File: config.mk
export PLATFORM = sky130hd
export DESIGN_NAME = rsp_s2_prep_ahbic_error_slave_flat
export DESIGN_NICKNAME = d
export VERILOG_FILES = /design/src/rtl/rsp_s2_prep_ahbic_pkg.sv /design/src/rtl/rsp_s2_prep_ahbic_error_slave_if.sv /design/src/rtl/rsp_s2_prep_ahbic_err_log.sv /design/src/rtl/rsp_s2_prep_ahbic_error_slave.sv /design/src/flat_wrapper.sv
export SDC_FILE = /design/constraint.sdc
export NUM_CORES = 1
export LEC_CHECK = 0
export BUFFER_PORTS_ARGS = -buffer_cell sky130_fd_sc_hd__buf_2
export CAP_MARGIN = 20
export CELL_PAD_IN_SITES_DETAIL_PLACEMENT = 1
export CELL_PAD_IN_SITES_GLOBAL_PLACEMENT = 2
export CORE_UTILIZATION = 25
export DETAILED_ROUTE_END_ITERATION = 6
export PLACE_DENSITY_LB_ADDON = 0.1
export SETUP_SLACK_MARGIN = 0.05
export SLEW_MARGIN = 20
export SYNTH_ARGS = -nofsm -noshare
export SYNTH_HDL_FRONTEND = slang
export SYNTH_HIERARCHICAL = 1
export SYNTH_SLANG_ARGS = --single-unit
File: constraint.sdc
create_clock -name HCLK -period 1.75 [get_ports HCLK]
set_input_delay 0.175 -clock HCLK [delete_from_list [all_inputs] [get_ports HCLK]]
set_output_delay 0.175 -clock HCLK [all_outputs]
set_load 0.01 [all_outputs]
File: src/rtl/rsp_s2_prep_ahbic_pkg.sv
// rtl/rsp_s2_prep_ahbic_pkg.sv - shared AHB codes and error-slave FSM encoding
package rsp_s2_prep_ahbic_pkg;

    typedef enum logic [1:0] {
        HRESP_OKAY  = 2'b00,
        HRESP_ERROR = 2'b01
    } hresp_e;

    typedef enum logic [1:0] {
        HTRANS_IDLE   = 2'b00,
        HTRANS_BUSY   = 2'b01,
        HTRANS_NONSEQ = 2'b10,
        HTRANS_SEQ    = 2'b11
    } htrans_e;

    typedef enum logic [1:0] {
        ST_IDLE = 2'b00,
        ST_WAIT = 2'b01,
        ST_ERR1 = 2'b10,
        ST_ERR2 = 2'b11
    } err_state_e;

    // NONSEQ and SEQ are the only transfer types that demand a response.
    function automatic logic trans_active(logic [1:0] htrans);
        return (htrans == HTRANS_NONSEQ) || (htrans == HTRANS_SEQ);
    endfunction

endpackage

File: src/rtl/rsp_s2_prep_ahbic_error_slave_if.sv
// rtl/rsp_s2_prep_ahbic_error_slave_if.sv - AHB default-slave port bundle
// master: drives HSEL/HADDR/HTRANS/HWRITE/HREADY, receives HREADYOUT/HRESP/HRDATA
// slave:  the reverse
interface rsp_s2_prep_ahbic_error_slave_if #(
    parameter int ADDR_WIDTH = 32,
    parameter int DATA_WIDTH = 32
);
    logic                  HSEL;
    logic [ADDR_WIDTH-1:0] HADDR;
    logic [1:0]            HTRANS;
    logic                  HWRITE;
    logic                  HREADY;
    logic                  HREADYOUT;
    logic [1:0]            HRESP;
    logic [DATA_WIDTH-1:0] HRDATA;

    modport master (
        output HSEL, HADDR, HTRANS, HWRITE, HREADY,
        input  HREADYOUT, HRESP, HRDATA
    );

    modport slave (
        input  HSEL, HADDR, HTRANS, HWRITE, HREADY,
        output HREADYOUT, HRESP, HRDATA
    );
endinterface

File: src/rtl/rsp_s2_prep_ahbic_err_log.sv
// rtl/rsp_s2_prep_ahbic_err_log.sv - first-fault capture and saturating fault counter
// HCLK/HRESETn: clock, synchronous active-low reset
// accept, HADDR, HWRITE: faulting access qualifier and its address-phase info
// err_clr: single-cycle clear of the log
// err_valid/err_addr/err_write: first fault since clear; err_count: saturating total
module rsp_s2_prep_ahbic_err_log #(
    parameter int ADDR_WIDTH    = 32,
    parameter int ERR_CNT_WIDTH = 8
) (
    input  logic                     HCLK,
    input  logic                     HRESETn,
    input  logic                     accept,
    input  logic [ADDR_WIDTH-1:0]    HADDR,
    input  logic                     HWRITE,
    input  logic                     err_clr,
    output logic                     err_valid,
    output logic [ADDR_WIDTH-1:0]    err_addr,
    output logic                     err_write,
    output logic [ERR_CNT_WIDTH-1:0] err_count
);

    // A clear in the same cycle as a fault makes that fault the new "first" one.
    logic capture;
    assign capture = accept && (!err_valid || err_clr);

    always_ff @(posedge HCLK) begin
        if (!HRESETn) begin
            err_valid <= 1'b0;
            err_addr  <= '0;
            err_write <= 1'b0;
            err_count <= '0;
        end else begin
            if (capture) begin
                err_addr  <= HADDR;
                err_write <= HWRITE;
            end

            if (accept) begin
                err_valid <= 1'b1;
            end else if (err_clr) begin
                err_valid <= 1'b0;
            end

            if (err_clr) begin
                err_count <= accept ? ERR_CNT_WIDTH'(1) : '0;
            end else if (accept && (err_count != '1)) begin
                err_count <= err_count + ERR_CNT_WIDTH'(1);
            end
        end
    end

endmodule

File: src/rtl/rsp_s2_prep_ahbic_error_slave.sv
// rtl/rsp_s2_prep_ahbic_error_slave.sv - AHB default/error slave with wait states and fault log
// HCLK/HRESETn: clock, synchronous active-low reset
// ahb: slave side of the default-decode port
// err_clr: clears the fault log; err_*: first-fault log, fault count, level interrupt
module rsp_s2_prep_ahbic_error_slave
    import rsp_s2_prep_ahbic_pkg::*;
#(
    parameter int                    ADDR_WIDTH    = 32,
    parameter int                    DATA_WIDTH    = 32,
    parameter int                    WAIT_STATES   = 0,
    parameter int                    RESP_MODE     = 1,
    parameter logic [DATA_WIDTH-1:0] DEFAULT_RDATA = '0,
    parameter int                    ERR_CNT_WIDTH = 8
) (
    input  logic                              HCLK,
    input  logic                              HRESETn,
    rsp_s2_prep_ahbic_error_slave_if.slave    ahb,
    input  logic                              err_clr,
    output logic                              err_valid,
    output logic [ADDR_WIDTH-1:0]             err_addr,
    output logic                              err_write,
    output logic [ERR_CNT_WIDTH-1:0]          err_count,
    output logic                              err_irq
);

    localparam int         WS_M1    = (WAIT_STATES > 0) ? WAIT_STATES - 1 : 0;
    localparam logic [3:0] CNT_INIT = WS_M1[3:0];

    err_state_e state, state_nxt;
    logic [3:0] cnt, cnt_nxt;
    logic       accept;

    assign accept = ahb.HSEL && ahb.HREADY && trans_active(ahb.HTRANS);

    always_ff @(posedge HCLK) begin
        if (!HRESETn) begin
            state <= ST_IDLE;
            cnt   <= '0;
        end else begin
            state <= state_nxt;
            cnt   <= cnt_nxt;
        end
    end

    always_comb begin
        state_nxt = state;
        cnt_nxt   = cnt;
        case (state)
            ST_IDLE, ST_ERR2: begin
                // ERR2 already drives HREADYOUT high, so a pipelined accept
                // there starts the next sequence without returning to IDLE.
                if (accept) begin
                    if (WAIT_STATES > 0) begin
                        state_nxt = ST_WAIT;
                        cnt_nxt   = CNT_INIT;
                    end else if (RESP_MODE != 0) begin
                        state_nxt = ST_ERR1;
                    end else begin
                        state_nxt = ST_IDLE;
                    end
                end else begin
                    state_nxt = ST_IDLE;
                end
            end
            ST_WAIT: begin
                if (cnt == 4'd0) begin
                    state_nxt = (RESP_MODE != 0) ? ST_ERR1 : ST_IDLE;
                end else begin
                    cnt_nxt = cnt - 4'd1;
                end
            end
            ST_ERR1: state_nxt = ST_ERR2;
            default: state_nxt = ST_IDLE;
        endcase
    end

    // Outputs depend only on the state flops, never on the bus inputs.
    assign ahb.HREADYOUT = (state != ST_WAIT) && (state != ST_ERR1);
    assign ahb.HRESP     = ((state == ST_ERR1) || (state == ST_ERR2)) ? HRESP_ERROR : HRESP_OKAY;
    assign ahb.HRDATA    = DEFAULT_RDATA;

    rsp_s2_prep_ahbic_err_log #(
        .ADDR_WIDTH    (ADDR_WIDTH),
        .ERR_CNT_WIDTH (ERR_CNT_WIDTH)
    ) u_err_log (
        .HCLK      (HCLK),
        .HRESETn   (HRESETn),
        .accept    (accept),
        .HADDR     (ahb.HADDR),
        .HWRITE    (ahb.HWRITE),
        .err_clr   (err_clr),
        .err_valid (err_valid),
        .err_addr  (err_addr),
        .err_write (err_write),
        .err_count (err_count)
    );

    assign err_irq = err_valid;

endmodule

File: src/flat_wrapper.sv
// flat-port wrapper written by rule: the top's interface ports become plain ports
module rsp_s2_prep_ahbic_error_slave_flat import rsp_s2_prep_ahbic_pkg::*;
#(
    parameter int                    ADDR_WIDTH    = 32,
    parameter int                    DATA_WIDTH    = 32,
    parameter int                    WAIT_STATES   = 0,
    parameter int                    RESP_MODE     = 1,
    parameter logic [DATA_WIDTH-1:0] DEFAULT_RDATA = '0,
    parameter int                    ERR_CNT_WIDTH = 8
)
  (HCLK, HRESETn, err_clr, err_valid, err_addr, err_write, err_count, err_irq, ahb_HSEL, ahb_HADDR, ahb_HTRANS, ahb_HWRITE, ahb_HREADY, ahb_HREADYOUT, ahb_HRESP, ahb_HRDATA);
  rsp_s2_prep_ahbic_error_slave_if #(.ADDR_WIDTH(ADDR_WIDTH), .DATA_WIDTH(DATA_WIDTH)) ahb_i ();
  input  logic HCLK;
  input  logic HRESETn;
  input  logic err_clr;
  output logic err_valid;
  output logic [ADDR_WIDTH-1:0] err_addr;
  output logic err_write;
  output logic [ERR_CNT_WIDTH-1:0] err_count;
  output logic err_irq;
  input wire logic [$bits(ahb_i.HSEL)-1:0] ahb_HSEL;
  input wire logic [$bits(ahb_i.HADDR)-1:0] ahb_HADDR;
  input wire logic [$bits(ahb_i.HTRANS)-1:0] ahb_HTRANS;
  input wire logic [$bits(ahb_i.HWRITE)-1:0] ahb_HWRITE;
  input wire logic [$bits(ahb_i.HREADY)-1:0] ahb_HREADY;
  output wire logic [$bits(ahb_i.HREADYOUT)-1:0] ahb_HREADYOUT;
  output wire logic [$bits(ahb_i.HRESP)-1:0] ahb_HRESP;
  output wire logic [$bits(ahb_i.HRDATA)-1:0] ahb_HRDATA;
  assign ahb_i.HSEL = ahb_HSEL;
  assign ahb_i.HADDR = ahb_HADDR;
  assign ahb_i.HTRANS = ahb_HTRANS;
  assign ahb_i.HWRITE = ahb_HWRITE;
  assign ahb_i.HREADY = ahb_HREADY;
  assign ahb_HREADYOUT = ahb_i.HREADYOUT;
  assign ahb_HRESP = ahb_i.HRESP;
  assign ahb_HRDATA = ahb_i.HRDATA;
  rsp_s2_prep_ahbic_error_slave #(.ADDR_WIDTH(ADDR_WIDTH), .DATA_WIDTH(DATA_WIDTH), .WAIT_STATES(WAIT_STATES), .RESP_MODE(RESP_MODE), .DEFAULT_RDATA(DEFAULT_RDATA), .ERR_CNT_WIDTH(ERR_CNT_WIDTH)) u_core (.HCLK(HCLK), .HRESETn(HRESETn), .ahb(ahb_i), .err_clr(err_clr), .err_valid(err_valid), .err_addr(err_addr), .err_write(err_write), .err_count(err_count), .err_irq(err_irq));
endmodule
==> metrics.cfg <==
[timing]
fin_crit_sh_pct=89.7
final.setup.tns_ps=0
whs_ps=123
grt_setup_unrepaired=false
clock.fmax_ghz=0.637
period_minus_slack_ps=1570
hold_viol=0
finalSetupViolations=0
slew_violations=0
finClkSkew_ps=9.99

[synth]
ys_seq_area_share_pct=40.0
avgSynthCellArea_sq_um=8.64
synth_cell_types=38
synth_seq_cells=48
netlist_area_sq_mm=0.00240
synth_cells=278
yosysWarnings=6

[die]
die_h_um=100
dieArea_sq_mm=0.0100
rows=35
start_util_pct=25.9
pin_count=118
coreArea_sq_mm=0.00928
die_w_um=100

[pwr]
ir_worst_vdd_mv=0.255
power.leakage_nw=1.27
p_per_area_mw_per_mm2=705

[clocking]
cts.path.max_buffers=2
cts_tree=yes
cts_sinks=48
insertion_delay_ps=300
post_cts_buffers=0
cts_hold_buffers=0
root_buffer=clkbuf_8
cts_buffers=5
htreeDepth=2
clkTransAtPathRegs_ps=100
ctsResizeCount=0

[final_layout]
fin_nets=403
design_area_sq_mm=0.00291
drive_gt1_share_pct=30.7
nFillCells=1172
area_growth_pct=21.2
insertedDiodeCount=0
final_common_cell=buf_2
final_cell_mix=83 x buf_2, 48 x dfxtp_1, 37 x o21ai_0

[global_routing]
antenna_found_initial=0
overflow=0
grtUsageTotal_pct=13.3
grt_pass1_vias=2107
grt_max_degree=34
grt_pass1_wl_um=10400

[routing]
vias=2140
routed_via_density=4.39
drtIter0Drc=36
drtPass1Iterations=5
post_drt_wl_per_cell_um=13.5
ant_nets=0
route.detailed.drc=0
wl_um=6570

[worst_hold_path]
min_path_type=in2reg

[placement]
place.gp.congestion=0.703
dpl.hpwl_um=4580
numPortBuffers=83
dpl_cell_area_sq_mm=0.00283

[worst_setup_path]
crit_path_start_kind=flip-flop
cp-end-kind=flip-flop
cp_data_required_time_ps=1950
worstSetupPathType=reg2reg
cp_max_fo=5
cp_data_arrival_time_ps=1770

[run]
cap_viol_max_count=0

[outcome]
status=finished, final reports clean

## kinds of logic after synthesis
kind of cell | share of synthesized area [%]
AOI/OAI and AO/OA | 23.6
DFF | 40.0
adders and majority gates | 2.61
other | 0.156
and+or+nand+nor | 15.9
muxes | 1.25
buffers and inverters | 16.5
## registers in the layout (all words and copies together), names as in the netlist
name                        count
u_core/state                    2
u_core/u_err_log/err_write      1
u_core/u_err_log/err_count      8
u_core/u_err_log/err_addr      32
u_core/cnt                      4
u_core/u_err_log/err_valid      1
## synth_stat cells (all sizes together)
cell type,count,area share [%]
nor4,1,0.26
nand2,9,1.4
o21ai,37,7.7
nand4,3,0.78
a41o,1,0.47
conb,1,0.16
a31oi,3,0.78
or2,1,0.26
nor2,3,0.47
nor3,1,0.21
and3,2,0.52
dfxtp,48,40
o31a,1,0.36
a21oi,5,1.0
nor2b,2,0.63
nor3b,1,0.31
nor4b,1,0.36
inv,9,1.4
and2,3,0.89
nand3,34,7.1
a211oi,7,2.2
nand4b,1,0.36
a21o,1,0.36
buf,44,13
ha,5,2.6
mux2i,3,1.3
clkbuf,10,1.6
and4b,1,0.42
nand2b,3,0.78
a21boi,34,11
or3b,1,0.47
and4,2,0.73
## worst max-delay path, cell delays in order, from the launching register on
cell	delay (ps)
dfxtp_1	320
inv_1	90
ha_1	210
or3b_4	430
and2_4	190
a211oi_1	240
## metrics by stage
step | util, % | cells | total power [mW] | setup slack, ps
final | 31.3 | 487 | 2.05 | 181
after global routing | 31.3 | 487 | 2.19 | 102
after CTS | 31.3 | 487 | 2.12 | 182
after detailed placement | 30.5 | 480 | 1.43 | 218
after global placement | 30.5 | 480 | 1.43 | 269
after floorplan | - | 310 | 1.37 | 306
## final timing paths
kind                                                  start                                          to  slack [ps]  depth (start not counted)
setup / recovery                 u_core/cnt[0]$_SDFFE_PN0P_                  u_core/cnt[1]$_SDFFE_PN0P_         180                          5
hold / removal                                ahb_HADDR[20]  u_core/u_err_log/err_addr[20]$_SDFFE_PN0P_         120                          3
setup reg to reg                 u_core/cnt[0]$_SDFFE_PN0P_                  u_core/cnt[1]$_SDFFE_PN0P_         180                          5
hold reg to reg   u_core/u_err_log/err_addr[7]$_SDFFE_PN0P_   u_core/u_err_log/err_addr[7]$_SDFFE_PN0P_         480                          2
## layer usage
metal / up-vias / GRT usage [%] / wire, um
met3: 2 / 3.97 / 375
li1: 1067 / - / -
met2: 67 / 24.1 / 3190
met1: 1004 / 15.2 / 2960
met4: 0 / 3.68 / 41
met5: - / 0 / 0
## cell type report
| class | count | area (sq um) | area share (%) |
|---|---|---|---|
| clock buffer | 5 | 68.8 | 2.37 |
| clock inverter | 2 | 12.5 | 0.430 |
| inverter | 9 | 33.8 | 1.16 |
| multi-input combinational | 199 | 1170 | 40.1 |
| sequential | 48 | 961 | 33.0 |
| tap | 129 | 161 | 5.55 |
| timing repair buffer | 95 | 505 | 17.4 |
## report_power, final
group          switching [mW]  internal, mW
registers              0.0153          1.12
clock network           0.378         0.272
logic                   0.155         0.107
total                   0.549          1.50
Note: power is estimated with default switching activity, not from simulation.
